`src/rtl/hrav_fifo_pkg.sv`:
```
// Shared helpers for the hrav FIFO family: log2 sizing, lane-index width and
// fill-level arithmetic on wrap-parity pointers.
package hrav_fifo_pkg;

    function automatic int clog2(input int value);
        int result;
        result = 0;
        for (int i = 0; i < 31; i++) begin
            if ((1 << result) < value) begin
                result = result + 1;
            end
        end
        return result;
    endfunction

    function automatic int lane_ratio(input int din_width, input int dout_width);
        return din_width / dout_width;
    endfunction

    // A ratio of 1 still needs a one-bit lane counter so the port widths stay legal.
    function automatic int lane_bits(input int ratio);
        return (ratio <= 1) ? 1 : clog2(ratio);
    endfunction

    function automatic int ptr_used(input int wr_ptr, input int rd_ptr, input int addr_width);
        return (wr_ptr - rd_ptr) & ((1 << (addr_width + 1)) - 1);
    endfunction

endpackage

```
`src/rtl/hrav_fifo_ram.sv`:
```
// Simple dual-port storage: one write port and one registered read port, no reset.
module hrav_fifo_ram #(
    parameter int DATA_WIDTH = 256,
    parameter int ADDR_WIDTH = 4
) (
    input  logic                  clk,
    input  logic                  wr_en,
    input  logic [ADDR_WIDTH-1:0] wr_addr,
    input  logic [DATA_WIDTH-1:0] wr_data,
    input  logic                  rd_en,
    input  logic [ADDR_WIDTH-1:0] rd_addr,
    output logic [DATA_WIDTH-1:0] rd_data
);

    logic [DATA_WIDTH-1:0] mem [2**ADDR_WIDTH];

    always_ff @(posedge clk) begin
        if (wr_en) begin
            mem[wr_addr] <= wr_data;
        end
        if (rd_en) begin
            rd_data <= mem[rd_addr];
        end
    end

endmodule

```
`src/rtl/hrav_downsize_fifo.sv`:
```
// Width-down-converting FIFO: wide words in, a stream of narrow lanes out,
// with wrap-parity full/empty, fill level and overflow/underflow pulses.
module hrav_downsize_fifo
    import hrav_fifo_pkg::*;
#(
    parameter int DIN_WIDTH   = 256,
    parameter int DOUT_WIDTH  = 8,
    parameter int ADDR_WIDTH  = 4,
    parameter bit MSB_FIRST   = 1'b0,
    parameter int AFULL_LEVEL = 12
) (
    input  logic                  clk,
    input  logic                  reset_n,
    input  logic                  wr_en,
    input  logic [DIN_WIDTH-1:0]  din,
    input  logic                  rd_en,
    output logic [DOUT_WIDTH-1:0] dout,
    output logic                  dout_valid,
    output logic                  dout_last,
    output logic                  empty,
    output logic                  full,
    output logic                  almost_full,
    output logic [ADDR_WIDTH:0]   used,
    output logic                  overflow,
    output logic                  underflow
);

    localparam int RATIO = lane_ratio(DIN_WIDTH, DOUT_WIDTH);
    localparam int LW    = lane_bits(RATIO);
    localparam logic [LW-1:0] LAST_LANE = LW'(RATIO - 1);

    logic [ADDR_WIDTH:0]  wr_ptr;
    logic [ADDR_WIDTH:0]  rd_ptr;
    logic [LW-1:0]        lane_idx;
    logic [LW-1:0]        lane_sel;
    logic [LW-1:0]        lane_q;
    logic                 has_read;
    logic                 wr_ok;
    logic                 rd_ok;
    logic                 last_lane;
    logic [DIN_WIDTH-1:0] rd_word;

    always_comb begin
        empty       = (wr_ptr == rd_ptr);
        full        = (wr_ptr[ADDR_WIDTH-1:0] == rd_ptr[ADDR_WIDTH-1:0]) &&
                      (wr_ptr[ADDR_WIDTH] != rd_ptr[ADDR_WIDTH]);
        used        = (ADDR_WIDTH+1)'(ptr_used(int'(wr_ptr), int'(rd_ptr), ADDR_WIDTH));
        almost_full = (int'(used) >= AFULL_LEVEL);
        wr_ok       = wr_en && !full;
        rd_ok       = rd_en && !empty;
        last_lane   = (lane_idx == LAST_LANE);
        lane_sel    = MSB_FIRST ? (LAST_LANE - lane_idx) : lane_idx;
    end

    hrav_fifo_ram #(
        .DATA_WIDTH (DIN_WIDTH),
        .ADDR_WIDTH (ADDR_WIDTH)
    ) u_ram (
        .clk     (clk),
        .wr_en   (wr_ok),
        .wr_addr (wr_ptr[ADDR_WIDTH-1:0]),
        .wr_data (din),
        .rd_en   (rd_ok),
        .rd_addr (rd_ptr[ADDR_WIDTH-1:0]),
        .rd_data (rd_word)
    );

    // The RAM read register is not reset, so dout is forced to zero until the first read after reset.
    always_ff @(posedge clk or negedge reset_n) begin
        if (!reset_n) begin
            wr_ptr     <= '0;
            rd_ptr     <= '0;
            lane_idx   <= '0;
            lane_q     <= '0;
            has_read   <= 1'b0;
            dout_valid <= 1'b0;
            dout_last  <= 1'b0;
            overflow   <= 1'b0;
            underflow  <= 1'b0;
        end else begin
            dout_valid <= rd_ok;
            dout_last  <= rd_ok && last_lane;
            overflow   <= wr_en && full;
            underflow  <= rd_en && empty;
            if (wr_ok) begin
                wr_ptr <= wr_ptr + 1'b1;
            end
            if (rd_ok) begin
                lane_q   <= lane_sel;
                has_read <= 1'b1;
                if (last_lane) begin
                    lane_idx <= '0;
                    rd_ptr   <= rd_ptr + 1'b1;
                end else begin
                    lane_idx <= lane_idx + 1'b1;
                end
            end
        end
    end

    always_comb begin
        dout = '0;
        if (has_read) begin
            dout = rd_word[int'(lane_q)*DOUT_WIDTH +: DOUT_WIDTH];
        end
    end

endmodule

```
`config.mk`:
```
export PLATFORM = sky130hd
export DESIGN_NAME = hrav_downsize_fifo
export DESIGN_NICKNAME = d
export VERILOG_FILES = /design/src/rtl/hrav_fifo_pkg.sv /design/src/rtl/hrav_fifo_ram.sv /design/src/rtl/hrav_downsize_fifo.sv
export SDC_FILE = /design/constraint.sdc
export NUM_CORES = 2
export LEC_CHECK = 0
export ABC_AREA = 0
export ABC_CLOCK_PERIOD_IN_PS = 30100
export BUFFER_PORTS_ARGS = -buffer_cell sky130_fd_sc_hd__buf_4
export CAP_MARGIN = 20
export CORE_UTILIZATION = 45
export CTS_CLUSTER_SIZE = 25
export DETAILED_ROUTE_END_ITERATION = 8
export PLACE_DENSITY_LB_ADDON = 0.15
export SETUP_SLACK_MARGIN = 0.3
export SLEW_MARGIN = 40
export SYNTH_ARGS = -nofsm -noshare
export SYNTH_HDL_FRONTEND = slang
export SYNTH_SLANG_ARGS = --single-unit
```
`constraint.sdc`:
```
create_clock -name clk -period 30.1 [get_ports clk]
set_input_delay 4.515 -clock clk [delete_from_list [all_inputs] [get_ports clk]]
set_output_delay 4.515 -clock clk [all_outputs]
set_load 0.01 [all_outputs]
```
# After elaboration in Yosys (flattened, before gate mapping)
# Memory sizes are Yosys's and may differ from the RTL's. A register that Yosys moved wholly into a read port is not among the register bits.
# Index checks and enable logic that the tools add are counted.
# op_classes
add_sub_neg	4
magnitude_cmp	1
n_eq_ne	4
shifts	1
muxes	4
n_reduce_logical	9
# op_table
operator	n
$shiftx A256 B9 Y8	1
$add A5 B1 Y5 const B	3
$mux W8	1
$logic_and A1 B1 Y1	6
$eq A5 B5 Y1	1
$eq A5 B5 Y1 const B	1
$ge A5 B4 Y1 const B	1
$mux W5	1
$sub A5 B5 Y5	1
$eq A4 B4 Y1	1
$logic_not A1 Y1	2
$mux W1	2
$reduce_and A2 Y1	1
$ne A1 B1 Y1	1
# word_totals
reg_bits	25
ram_bits	4096
in_bits	260
output_inout_bits	20
elab_cells	33
mem_count	1
# memory_table
name	depth	width	read_ports	rd_clocked_by_memory_dff	wr	line	text
u_ram.mem	16	256	1	1	1	hrav_fifo_ram.sv:15	logic [DATA_WIDTH-1:0] mem [2**ADDR_WIDTH];

# Longest topological paths before layout
# logic_depth
depth_word	6
mapped_depth	10
mapped_depth_nobuf	7

# Cells and area by module
# From an unflattened synthesis, not the netlist that was laid out.
# hier_totals
hier_cells	6917
area_unflattened_um2	164639.2
# modules_own_cells
module	instances	cells_each	area_per_inst_um2
hrav_fifo_ram	1	6648	161218.4
hrav_downsize_fifo	1	269	3420.8

# Worst setup path after synthesis
# Ideal clock, no wire load.
# synth_timing
path_type	input to register
from	input wr_en
to	memory u_ram.mem[3][0] (enable)
setup_ns	1.185
arrival_ns	22.406
setup_slack_ns	6.509
path_stages	4
path_buffers	0
path_cell_list	inv_1 -> a21oi_1 -> nand2_1 -> nor3_1
# synth_via
elab_chain_cells	3
# synth_lines
element	line	text
from (decl)	hrav_downsize_fifo.sv:14	input logic wr_en,
$logic_and A1 B1 Y1	hrav_downsize_fifo.sv:49	wr_ok = wr_en && !full;
$mux W1	hrav_fifo_ram.sv:18	if (wr_en) begin
$mux W1 (implied by the code)	hrav_fifo_ram.sv:19	mem[wr_addr] <= wr_data;
to (decl)	hrav_fifo_ram.sv:15	
# No other way between the ends.

# Worst setup path after layout
# layout_timing
from	register lane_q[1]
to	output dout[7]
# layout_via
elab_chain_cells	2
# layout_lines
element	line	text
from (decl)	hrav_downsize_fifo.sv:36	logic [LW-1:0] lane_q;
from (signal assigned)	hrav_downsize_fifo.sv:89	lane_q <= lane_sel;
$shiftx A256 B9 Y8	hrav_downsize_fifo.sv:104	dout = rd_word[int'(lane_q)*DOUT_WIDTH +: DOUT_WIDTH];
$mux W8	hrav_downsize_fifo.sv:103	if (has_read) begin
to (decl)	hrav_downsize_fifo.sv:17	output logic [DOUT_WIDTH-1:0] dout,
# No other way between the ends.

==> flow_summary.ini <==
[timing]
post-route-min-period_ps = 9380
finalSetupViolCount = 0
hold_slack_ps = 540
fmax_ghz = 0.107
finalSetupTns_ps = 0
hold_viol_final = 0
worst_pin_slew_ps = 893
slew_violations = 0
max_slew_margin = 0.402
rsz0062_at_grt = no
fin_skew_ps = 36.3
fin_crit_sh = 0.311

[pwr]
power_frac_comb = 0.221
ir_drop_v = 0.0000547
p_switching_uw = 4630
pwr-share-clk = 0.325
swShare = 0.272
power.total_uw = 17000
static-leakage-power_uw = 0.0585
p_int_uw = 12400
p_seq_frac = 0.454
power.density_nw_per_um2 = 90.5

[synthesis]
synth_top_area_share = 0.796
yosysWarnings = 0
yosysSeqAreaShare = 0.800
yosys_register_bits = 4377
yosys.area.top_type = edfxtp_1
synthCells = 6217
async_flop_share = 0.00571
synthTopCellsByArea = edfxtp_1, mux4_2, dfrtp_1
syn_area_per_cell_um2 = 26.4
synthFlopType = edfxtp_1
synth_edf_count = 4352
syn_nets = 6489
synth_area_um2 = 164000
ys_types = 40

[critical_path]
start_kind = register
crit_arrival_ps = 4860
crit_fanout = 30
crit_type = register to output port
worst-endpoint-required_ps = 25590
cp-end-kind = output port

[global_route]
grt_pass1_vias = 73533
track_usage = 0.217
antenna_found_initial = 82
met3_usage = 0.0359
grt.met2_usage = 0.369
busiest_layer = met2
grt-ovfl-total = 0
grt_pass1_wl_um = 566000
grt_max_degree = 114
met1_usage = 0.298

[clocking]
cts_root_buf = clkbuf_16
cts_buffer_depth = 4
clock_latency_ps = 970
numCtsBuffers = 449
htree_levels = 5
clkTransAtPathRegs_ps = 60
ctsResizeCount = 0
cts_tree = yes
post_cts_buffers = 0
cts.sinks = 4377
hold_buffers = 0

[detailed_routing]
ant_nets = 0
routed_via_density = 5.88
drc = 0
drtPass1Iterations = 5
first_iter_violations = 6538
wirelength_um = 398000
vias = 70551
wl_per_cell_um = 33.2

[place]
dp_hpwl_um = 226000
dp_cells = 11139
place_congestion = 0.790
port_buffers = 279

[cells_and_area]
final_cells = 11994
fillers = 27671
utilization = 0.518
nets = 7073
area_delta_synth_final_pct = 14.3
drive_gt1_frac = 0.345

[flow_run]
maxCapViolations = 0

[floorplan]
start_util = 0.453
core_um2 = 363000
die_h_um = 606
fp-row-count = 221
ios = 280
die_area_um2 = 367000
die_w_um = 606

[min_path]
hp-class = register to register

[run_status]
status = complete, no violations
==> cell usage after synthesis (all sizes together) (11+ instances only) <==
cell and number:
o21ai 11, clkbuf 154, buf 160, nand2 14, mux2i 16, nor2 20
mux4 1336, ha 11, mux2 23, edfxtp 4352, dfrtp 25, inv 15
==> power by group through the flow <==
stage	clock, uW	combinational (uW)	sequential (uW)
final	5520	3760	7720
after global routing	5860	3960	7770
after CTS	5640	3870	7730
after detailed placement	0	3860	7850
after global placement	0	3810	7840
after floorplan	0	2430	8000
==> critical path, stage by stage (launching register included) <==
cell and delay [ps]:
dfrtp_4 950, buf_4 680, mux4_2 580, mux2_2 330, o221ai_1 640, a31oi_1 370
buf_4 280
==> metal layers <==
layer	wire (um)	share of wire
met5	354	0.00089
met4	8780	0.022
met3	20600	0.052
met2	204000	0.51
met1	164000	0.41
==> through the flow <==
| step | setup WS (ps) | instance area [um^2] |
|---|---|---|
| 3_3_place_gp | 19990 | 172000 |
| 2_1_floorplan | 6510 | 164000 |
| 6_report | 20720 | 188000 |
| 3_5_place_dp | 20550 | 173000 |
| 4_1_cts | 20510 | 188000 |
| 5_1_grt | 20560 | 188000 |
==> final cells by class <==
cell class                      count  area [um^2]  share of cell area
Antenna cell                       14         35.0            0.000187
Clock buffer                      534        11700              0.0623
Clock inverter                    302         2970              0.0158
Inverter                           15         78.8            0.000420
Multi-Input combinational cell   1511        31600               0.168
Sequential cell                  4377       131000               0.699
Tap cell                         4794         6000              0.0319
Timing Repair Buffer              447         4130              0.0220
==> cell usage in the layout (no fill, tap or decap), types with 5 or more instances in the layout <==
master | netlist | final
a221oi_1 | 6 | 6
a22oi_1 | 8 | 8
a31oi_1 | 8 | 7
buf_12 | 0 | 25
buf_16 | 0 | 12
buf_4 | 0 | 353
buf_6 | 16 | 56
bufinv_16 | 0 | 52
clkbuf_1 | 154 | 75
clkbuf_16 | 0 | 453
clkbuf_8 | 0 | 7
clkinv_1 | 0 | 116
clkinv_2 | 0 | 96
clkinv_8 | 0 | 7
clkinvlp_4 | 0 | 12
dfrtp_1 | 25 | 19
dfrtp_4 | 0 | 5
diode_2 | 0 | 14
edfxtp_1 | 4352 | 4352
ha_1 | 11 | 11
inv_1 | 13 | 11
inv_16 | 0 | 5
inv_6 | 0 | 8
mux2_2 | 23 | 23
mux2i_1 | 16 | 16
mux4_2 | 1336 | 1336
nand2_1 | 14 | 14
nand4_1 | 5 | 5
nor2_1 | 20 | 8
nor2_4 | 0 | 11
o21ai_0 | 11 | 10
o221ai_1 | 8 | 8
xnor2_1 | 9 | 9
==> logic make-up after synthesis <==
family	share of synthesized area
flops	0.800
fa+ha+maj	0.000960
simple gates	0.00178
compound gates	0.00217
xor+xnor	0.000693
buf+inv	0.00910
mux	0.186
==> path summary, 6_finish.rpt <==
path                                       startpoint                            to  slack [ps]  cells past startpoint
worst max register to register  rd_ptr[1]$_DFFE_PN0P_  u_ram.mem[13][104]$_DFFE_PP_       23660                     10
worst min-delay path            rd_ptr[4]$_DFFE_PN0P_         rd_ptr[4]$_DFFE_PN0P_         540                      1
worst max-delay path            lane_q[1]$_DFFE_PN0N_                       dout[7]       20720                      6
min in group asynchronous                     reset_n         wr_ptr[2]$_DFFE_PN0P_        3480                      1
worst min register to register  rd_ptr[4]$_DFFE_PN0P_         rd_ptr[4]$_DFFE_PN0P_         540                      1
max in group asynchronous                     reset_n         lane_q[1]$_DFFE_PN0N_       26240                      1
==> sequential cells by signal, summed over array words and instances, names as in the netlist <==
register / cells
underflow: 1
lane_q: 5
overflow: 1
has_read: 1
rd_ptr: 5
lane_idx: 5
u_ram.rd_data: 256
dout_valid: 1
wr_ptr: 5
dout_last: 1
u_ram.mem: 4096
Power figures use the tool's default switching activity.
